==> config.mk <==
export PLATFORM = sky130hd
export DESIGN_NAME = gfx_cuvz_arbiter
export DESIGN_NICKNAME = d
export VERILOG_FILES = /design/src/rtl/gfx_cuvz_arb_pkg.sv /design/src/rtl/gfx_rr_pick.sv /design/src/rtl/gfx_cuvz_arbiter.sv
export SDC_FILE = /design/constraint.sdc
export NUM_CORES = 1
export LEC_CHECK = 0
export ABC_AREA = 1
export CORE_MARGIN = 5
export CORE_UTILIZATION = 40
export CTS_CLUSTER_SIZE = 20
export DETAILED_ROUTE_END_ITERATION = 10
export DONT_BUFFER_PORTS = 1
export HOLD_SLACK_MARGIN = 0.1
export PLACE_DENSITY = 0.53
export SYNTH_ARGS = -nofsm -noshare
export SYNTH_HDL_FRONTEND = slang
export SYNTH_SLANG_ARGS = --single-unit
==> constraint.sdc <==
create_clock -name clk_i -period 2.2 [get_ports clk_i]
set_input_delay 0.22 -clock clk_i [delete_from_list [all_inputs] [get_ports clk_i]]
set_output_delay 0.22 -clock clk_i [all_outputs]
set_load 0.05 [all_outputs]
==> src/rtl/gfx_cuvz_arb_pkg.sv <==
// Shared definitions for the colour/UV/Z interpolator arbiter.
//   - arb_state_t : FSM encoding (IDLE=0, ISSUE=1, WAIT=2, DONE=3)
//   - FLD_*       : payload field positions inside one requester slice,
//                   counted in units of point_width (factor0 in the LSBs)
//   - field_lsb() : converts a field position into a bit offset
package gfx_cuvz_arb_pkg;

  typedef enum logic [1:0] {
    ST_IDLE  = 2'd0,
    ST_ISSUE = 2'd1,
    ST_WAIT  = 2'd2,
    ST_DONE  = 2'd3
  } arb_state_t;

  localparam int FLD_FACTOR0 = 0;
  localparam int FLD_FACTOR1 = 1;
  localparam int FLD_X       = 2;
  localparam int FLD_Y       = 3;
  localparam int FLD_COUNT   = 4;

  function automatic int field_lsb(input int fld, input int pw);
    return fld * pw;
  endfunction

endpackage

==> src/rtl/gfx_rr_pick.sv <==
// Combinational round-robin selector.
// Scans req starting at rr_ptr, wrapping modulo NUM_REQ, and reports the
// first set bit.
//   req    in  NUM_REQ  request vector
//   rr_ptr in  2        index holding highest priority (must be < NUM_REQ)
//   valid  out 1        at least one request is set
//   index  out 2        index of the selected request (0 when !valid)
module gfx_rr_pick #(
  parameter int NUM_REQ = 2
) (
  input  logic [NUM_REQ-1:0] req,
  input  logic [1:0]         rr_ptr,
  output logic               valid,
  output logic [1:0]         index
);

  int cand;

  // Walk from the lowest priority position down to rr_ptr so that the
  // last hit, which is kept, is the highest priority one.
  always_comb begin
    valid = 1'b0;
    index = 2'd0;
    cand  = 0;
    for (int i = NUM_REQ - 1; i >= 0; i--) begin
      cand = int'(rr_ptr) + i;
      if (cand >= NUM_REQ) cand = cand - NUM_REQ;
      if (req[cand]) begin
        valid = 1'b1;
        index = 2'(cand);
      end
    end
  end

endmodule

==> src/rtl/gfx_cuvz_arbiter.sv <==
// Round-robin arbiter sharing one colour/UV/Z interpolator between
// NUM_REQ pixel producers. A level-held request is granted, its payload
// latched, a one-cycle write strobe issued, and after the interpolator's
// ack a one-cycle ack is returned to the winner.
//
// Ports:
//   clk_i, rst_i            clock, synchronous active-high reset
//   req_write_i  [NUM_REQ]  per-requester request, held until its ack
//   req_data_i              per-requester {y, x, factor1, factor0}
//   req_ack_o    [NUM_REQ]  one-cycle completion pulse to the winner
//   cuvz_write_o            one-cycle write strobe to the interpolator
//   cuvz_ack_i              interpolator completion pulse
//   cuvz_x/y/factor0/factor1_o  latched winner payload
//   grant_id_o   [2]        current or last winner
//   busy_o                  high outside IDLE
//
// Optional macro GFX_CUVZ_ARB_STATS_EN adds:
//   grant_count_o [NUM_REQ*32]  per-requester completed grants (wrapping)
//   stall_count_o [32]          WAIT cycles seen (saturating)
module gfx_cuvz_arbiter
  import gfx_cuvz_arb_pkg::*;
#(
  parameter int point_width = 16,
  parameter int NUM_REQ     = 2
) (
  input  logic                           clk_i,
  input  logic                           rst_i,
  input  logic [NUM_REQ-1:0]             req_write_i,
  input  logic [NUM_REQ*4*point_width-1:0] req_data_i,
  output logic [NUM_REQ-1:0]             req_ack_o,
  output logic                           cuvz_write_o,
  input  logic                           cuvz_ack_i,
  output logic [point_width-1:0]         cuvz_x_o,
  output logic [point_width-1:0]         cuvz_y_o,
  output logic [point_width-1:0]         cuvz_factor0_o,
  output logic [point_width-1:0]         cuvz_factor1_o,
  output logic [1:0]                     grant_id_o,
  output logic                           busy_o
`ifdef GFX_CUVZ_ARB_STATS_EN
  ,
  output logic [NUM_REQ*32-1:0]          grant_count_o,
  output logic [31:0]                    stall_count_o
`endif
);

  localparam int SLICE_W  = FLD_COUNT * point_width;
  localparam int F0_LSB   = field_lsb(FLD_FACTOR0, point_width);
  localparam int F1_LSB   = field_lsb(FLD_FACTOR1, point_width);
  localparam int X_LSB    = field_lsb(FLD_X, point_width);
  localparam int Y_LSB    = field_lsb(FLD_Y, point_width);

  arb_state_t             state, state_nxt;
  logic [1:0]             rr_ptr, rr_ptr_nxt;
  logic                   pick_vld;
  logic [1:0]             pick_idx;
  logic [SLICE_W-1:0]     pick_slice;

  logic [1:0]             grant_nxt;
  logic [point_width-1:0] x_nxt, y_nxt, f0_nxt, f1_nxt;
  logic                   write_nxt, busy_nxt;
  logic [NUM_REQ-1:0]     ack_nxt;

  gfx_rr_pick #(.NUM_REQ(NUM_REQ)) u_pick (
    .req    (req_write_i),
    .rr_ptr (rr_ptr),
    .valid  (pick_vld),
    .index  (pick_idx)
  );

  assign pick_slice = req_data_i[int'(pick_idx)*SLICE_W +: SLICE_W];

  // Next-state and next-output logic; every output is a register whose
  // next value is derived from the next state so outputs align with state.
  always_comb begin
    state_nxt  = state;
    rr_ptr_nxt = rr_ptr;
    grant_nxt  = grant_id_o;
    x_nxt      = cuvz_x_o;
    y_nxt      = cuvz_y_o;
    f0_nxt     = cuvz_factor0_o;
    f1_nxt     = cuvz_factor1_o;
    case (state)
      ST_IDLE: begin
        if (pick_vld) begin
          state_nxt = ST_ISSUE;
          grant_nxt = pick_idx;
          x_nxt     = pick_slice[X_LSB  +: point_width];
          y_nxt     = pick_slice[Y_LSB  +: point_width];
          f0_nxt    = pick_slice[F0_LSB +: point_width];
          f1_nxt    = pick_slice[F1_LSB +: point_width];
        end
      end
      ST_ISSUE: state_nxt = ST_WAIT;
      ST_WAIT: begin
        // Only an ack seen here completes a transaction.
        if (cuvz_ack_i) begin
          state_nxt  = ST_DONE;
          rr_ptr_nxt = (int'(grant_id_o) == NUM_REQ - 1) ? 2'd0
                                                          : grant_id_o + 2'd1;
        end
      end
      ST_DONE: state_nxt = ST_IDLE;
      default: state_nxt = ST_IDLE;
    endcase

    write_nxt = (state_nxt == ST_ISSUE);
    busy_nxt  = (state_nxt != ST_IDLE);
    ack_nxt   = '0;
    for (int k = 0; k < NUM_REQ; k++) begin
      ack_nxt[k] = (state_nxt == ST_DONE) && (int'(grant_nxt) == k);
    end
  end

  always_ff @(posedge clk_i) begin
    if (rst_i) begin
      state          <= ST_IDLE;
      rr_ptr         <= 2'd0;
      grant_id_o     <= 2'd0;
      cuvz_x_o       <= '0;
      cuvz_y_o       <= '0;
      cuvz_factor0_o <= '0;
      cuvz_factor1_o <= '0;
      cuvz_write_o   <= 1'b0;
      req_ack_o      <= '0;
      busy_o         <= 1'b0;
    end else begin
      state          <= state_nxt;
      rr_ptr         <= rr_ptr_nxt;
      grant_id_o     <= grant_nxt;
      cuvz_x_o       <= x_nxt;
      cuvz_y_o       <= y_nxt;
      cuvz_factor0_o <= f0_nxt;
      cuvz_factor1_o <= f1_nxt;
      cuvz_write_o   <= write_nxt;
      req_ack_o      <= ack_nxt;
      busy_o         <= busy_nxt;
    end
  end

`ifdef GFX_CUVZ_ARB_STATS_EN
  always_ff @(posedge clk_i) begin
    if (rst_i) begin
      grant_count_o <= '0;
      stall_count_o <= '0;
    end else begin
      for (int k = 0; k < NUM_REQ; k++) begin
        if (state == ST_DONE && int'(grant_id_o) == k)
          grant_count_o[k*32 +: 32] <= grant_count_o[k*32 +: 32] + 32'd1;
      end
      if (state == ST_WAIT && stall_count_o != 32'hFFFF_FFFF)
        stall_count_o <= stall_count_o + 32'd1;
    end
  end
`endif

endmodule

==> results.yml <==
cells_and_area:
  utilization: 0.4290
  layout-drive-gt1-share: 0.06308
  finalNetCount: 670
  n_antenna_cell: 0
  syn_to_final_growth_pct: 5.161
setup_path:
  worst_path_largest_cell_delay_ns: 0.36
  endpoint_kind: "register"
  crit_path_max_fanout: 39
  start_kind: "register"
  r2r_start: "state[0]$_SDFF_PP0_"
  worstPathRequired_ns: 2.46
  timing.rr.end: "cuvz_x_o[0]$_SDFFE_PP0P_"
  path_delay_family: "buffers and inverters"
  cp-startpoint: "state[0]$_SDFF_PP0_"
  crit_top_cell: "inv_1"
  reg2reg_depth: 7
  slowest_stage: "buf_4"
  crit_buf_inv: 3
  ff2ff_setup_slack_ns: 0.59
  critPathKind: "register to register"
  crit_chain: "inv_1, ha_1, inv_1, nor2_8, buf_4, nand3_1, a21oi_1"
  cp.arrival_ns: 1.87
run:
  drv_cap: 0
timing:
  skew_ns: 0.005559
  setup_slack_ns: 0.5868
  tightest_slew_ns: 0.5595
  fmax_ghz: 0.6199
  tns_ns: 0
  fin_crit_sh: 0.7333
  drv_slew: 0
  final_hold_viol_count: 0
  slew_headroom: 0.6265
  rsz0062_at_grt: "false"
  setup_viol: 0
  fin_crit_ns: 1.613
logic_synthesis:
  yosys_register_bits: 74
  syn_inst: 561
  post-synth-top-count-cell: "nand2_1"
  synth_cell_types: 18
  yosys.area.top_type: "dfxtp_1"
  synth_edf_count: 0
  synth_area_leaders: "dfxtp_1 40%, nand2_1 21%, nand3_1 18%"
  synth_top_area_frac: 0.3968
  seq_area_frac_synth: 0.3968
  syn_nets: 697
  synth_commonest_cells: "208 x nand2_1, 133 x nand3_1, 74 x dfxtp_1"
  ys_warn_count: 0
  syn_area_sq_um: 3734
  syn_area_per_cell_sq_um: 6.655
  synth_ff_type: "dfxtp_1"
  async_flop_share: 0
power:
  seq_power_share: 0.534
  netSwitchingFraction: 0.4994
  p_comb_frac: 0.257
  p_per_area_nw_per_um2: 1498
  p_leak_nw: 1.750
  clockPowerShare: 0.209
  p_int_w: 0.002944
  ir_drop_mv: 0.7071
  total_power_w: 0.005881
  p_switching_w: 0.002937
die:
  start_util: 0.4079
  core_area_sq_um: 9153
  die_area_sq_um: 11370
  die_h_microns: 106.6
  io_pins: 203
  rows: 35
  fp.dieW_microns: 106.6
placement:
  gp_congestion: 0.7770
  io_buffers: 0
  place_hpwl_mm: 7.008
  post-place-ws_ns: 0.5987
cts:
  cts_tree: "done"
  clock_latency_ns: 0.34
  clk_path_buf_depth: 2
  cts_buffers: 9
  cts_sinks: 74
  cts_htree_levels: 3
  clk_pin_slew_ns: 0.08
  cts_root_buffer: "clkbuf_8"
  cts_resized: 0
min_path:
  hp-start: "req_data_i[30]"
  worst_hold_path.endpoint: "cuvz_factor1_o[14]$_SDFFE_PP0P_"
  hold_path.class: "input pin to register"
  hold_depth: 4
detailed_routing:
  avgRoutedWirePerCell_microns: 15.98
  drt.antenna.violating_nets: 0
  drt_iter0_markers: 161
  via_per_inst: 5.357
  wl_mm: 10.39
  drt_first_pass_iters: 4
  drcViolationCount: 0
  vias: 3482
grt:
  grt_max_degree: 73
  grt_usage: 0.1692
  grt_pass1_wl_mm: 15.56
  grt_pass1_vias: 3060
  antenna_found_initial: 0
  grt_overflow: 0
status:
  status: "finished, final reports clean"
per-stage QoR:
step           hold slack [ns]  instances  cell area, sq um
5_1_grt                 0.1161        650              3926
4_1_cts                 0.1085        650              3926
6_report                0.1301        650              3926
3_5_place_dp            0.2999        633              3661
3_3_place_gp            0.2985        633              3661
2_1_floorplan           0.4456        561              3734
registers in the layout, indices dropped and copies added (netlist names):
| register | count |
|---|---|
| cuvz_factor1_o | 16 |
| rr_ptr | 2 |
| cuvz_factor0_o | 16 |
| req_ack_o | 2 |
| cuvz_x_o | 16 |
| grant_id_o | 2 |
| cuvz_y_o | 16 |
| busy_o | 1 |
| state | 2 |
| cuvz_write_o | 1 |
layout make-up:
type / count / area [sq um]
multi-input cells: 426 / 1912
clock inverters: 4 / 72.57
clock buffers: 12 / 165.2
fillers: 1016 / 5226
well taps: 111 / 138.9
repair buffers: 10 / 107.6
flip-flops and latches: 74 / 1481
inverters: 13 / 48.80
power groups by stage:
stage / logic [W] / registers [W] / clock network [W]
6_report: 0.00151 / 0.00314 / 0.00123
4_1_cts: 0.00154 / 0.00315 / 0.00127
5_1_grt: 0.00174 / 0.00318 / 0.00133
2_1_floorplan: 0.00139 / 0.00307 / 0
3_3_place_gp: 0.00147 / 0.00318 / 0
3_5_place_dp: 0.00151 / 0.00318 / 0
logic make-up (layout without fill, tap and decap cells):
| family | count (synthesis) | count (layout) | synth area share |
|---|---|---|---|
| simple gates | 356 | 356 | 0.4115 |
| buf+inv | 61 | 39 | 0.09183 |
| compound gates | 67 | 67 | 0.08981 |
| fa+ha+maj | 3 | 3 | 0.01005 |
| flops | 74 | 74 | 0.3968 |
how the worst max path moves through the flow:
stage                                      endpoint  slack [ns]  depth (start not counted)
finish                     cuvz_x_o[0]$_SDFFE_PP0P_        0.59                          7
global route               cuvz_x_o[0]$_SDFFE_PP0P_        0.44                          7
CTS                        cuvz_x_o[0]$_SDFFE_PP0P_        0.59                          7
detailed placement         cuvz_x_o[0]$_SDFFE_PP0P_        0.60                          7
global placement    cuvz_factor0_o[12]$_SDFFE_PP0P_        0.66                          7
floorplan            cuvz_factor0_o[3]$_SDFFE_PP0P_        0.93                          7
metal layers:
layer / global-route usage / vias up / routed length (microns)
li1: - / 1785 / -
met1: 0.2040 / 1573 / 4322
met2: 0.2774 / 120 / 4968
met3: 0.07405 / 4 / 1052
met4: 0.04110 / 0 / 45
met5: 0 / - / 0
what timing repair did:
| item | in CTS | in global routing |
|---|---|---|
| endpoints found under the hold margin | 74 | 0 |
| buffers inserted | 0 | 0 |
| hold buffers | 1 | 0 |
placed cells by master, fill, tap and decap left out:
master / count
a21oi_1: 67
buf_12: 1
buf_16: 1
buf_4: 8
bufinv_16: 2
clkbuf_8: 12
clkinv_2: 1
clkinvlp_4: 1
dfxtp_1: 74
ha_1: 3
inv_1: 11
inv_2: 2
nand2_1: 207
nand2_2: 3
nand3_1: 133
nand3_2: 1
nand4_1: 1
nor2_1: 8
nor2_2: 1
nor2_8: 1
nor3_1: 1
worst min-delay path, stage by stage:
cell and delay [ns]:
nand2_1 0.04, nand2_1 0.04, nand3_1 0.07, a21oi_1 0.05
Power figures use the tool's default switching activity.
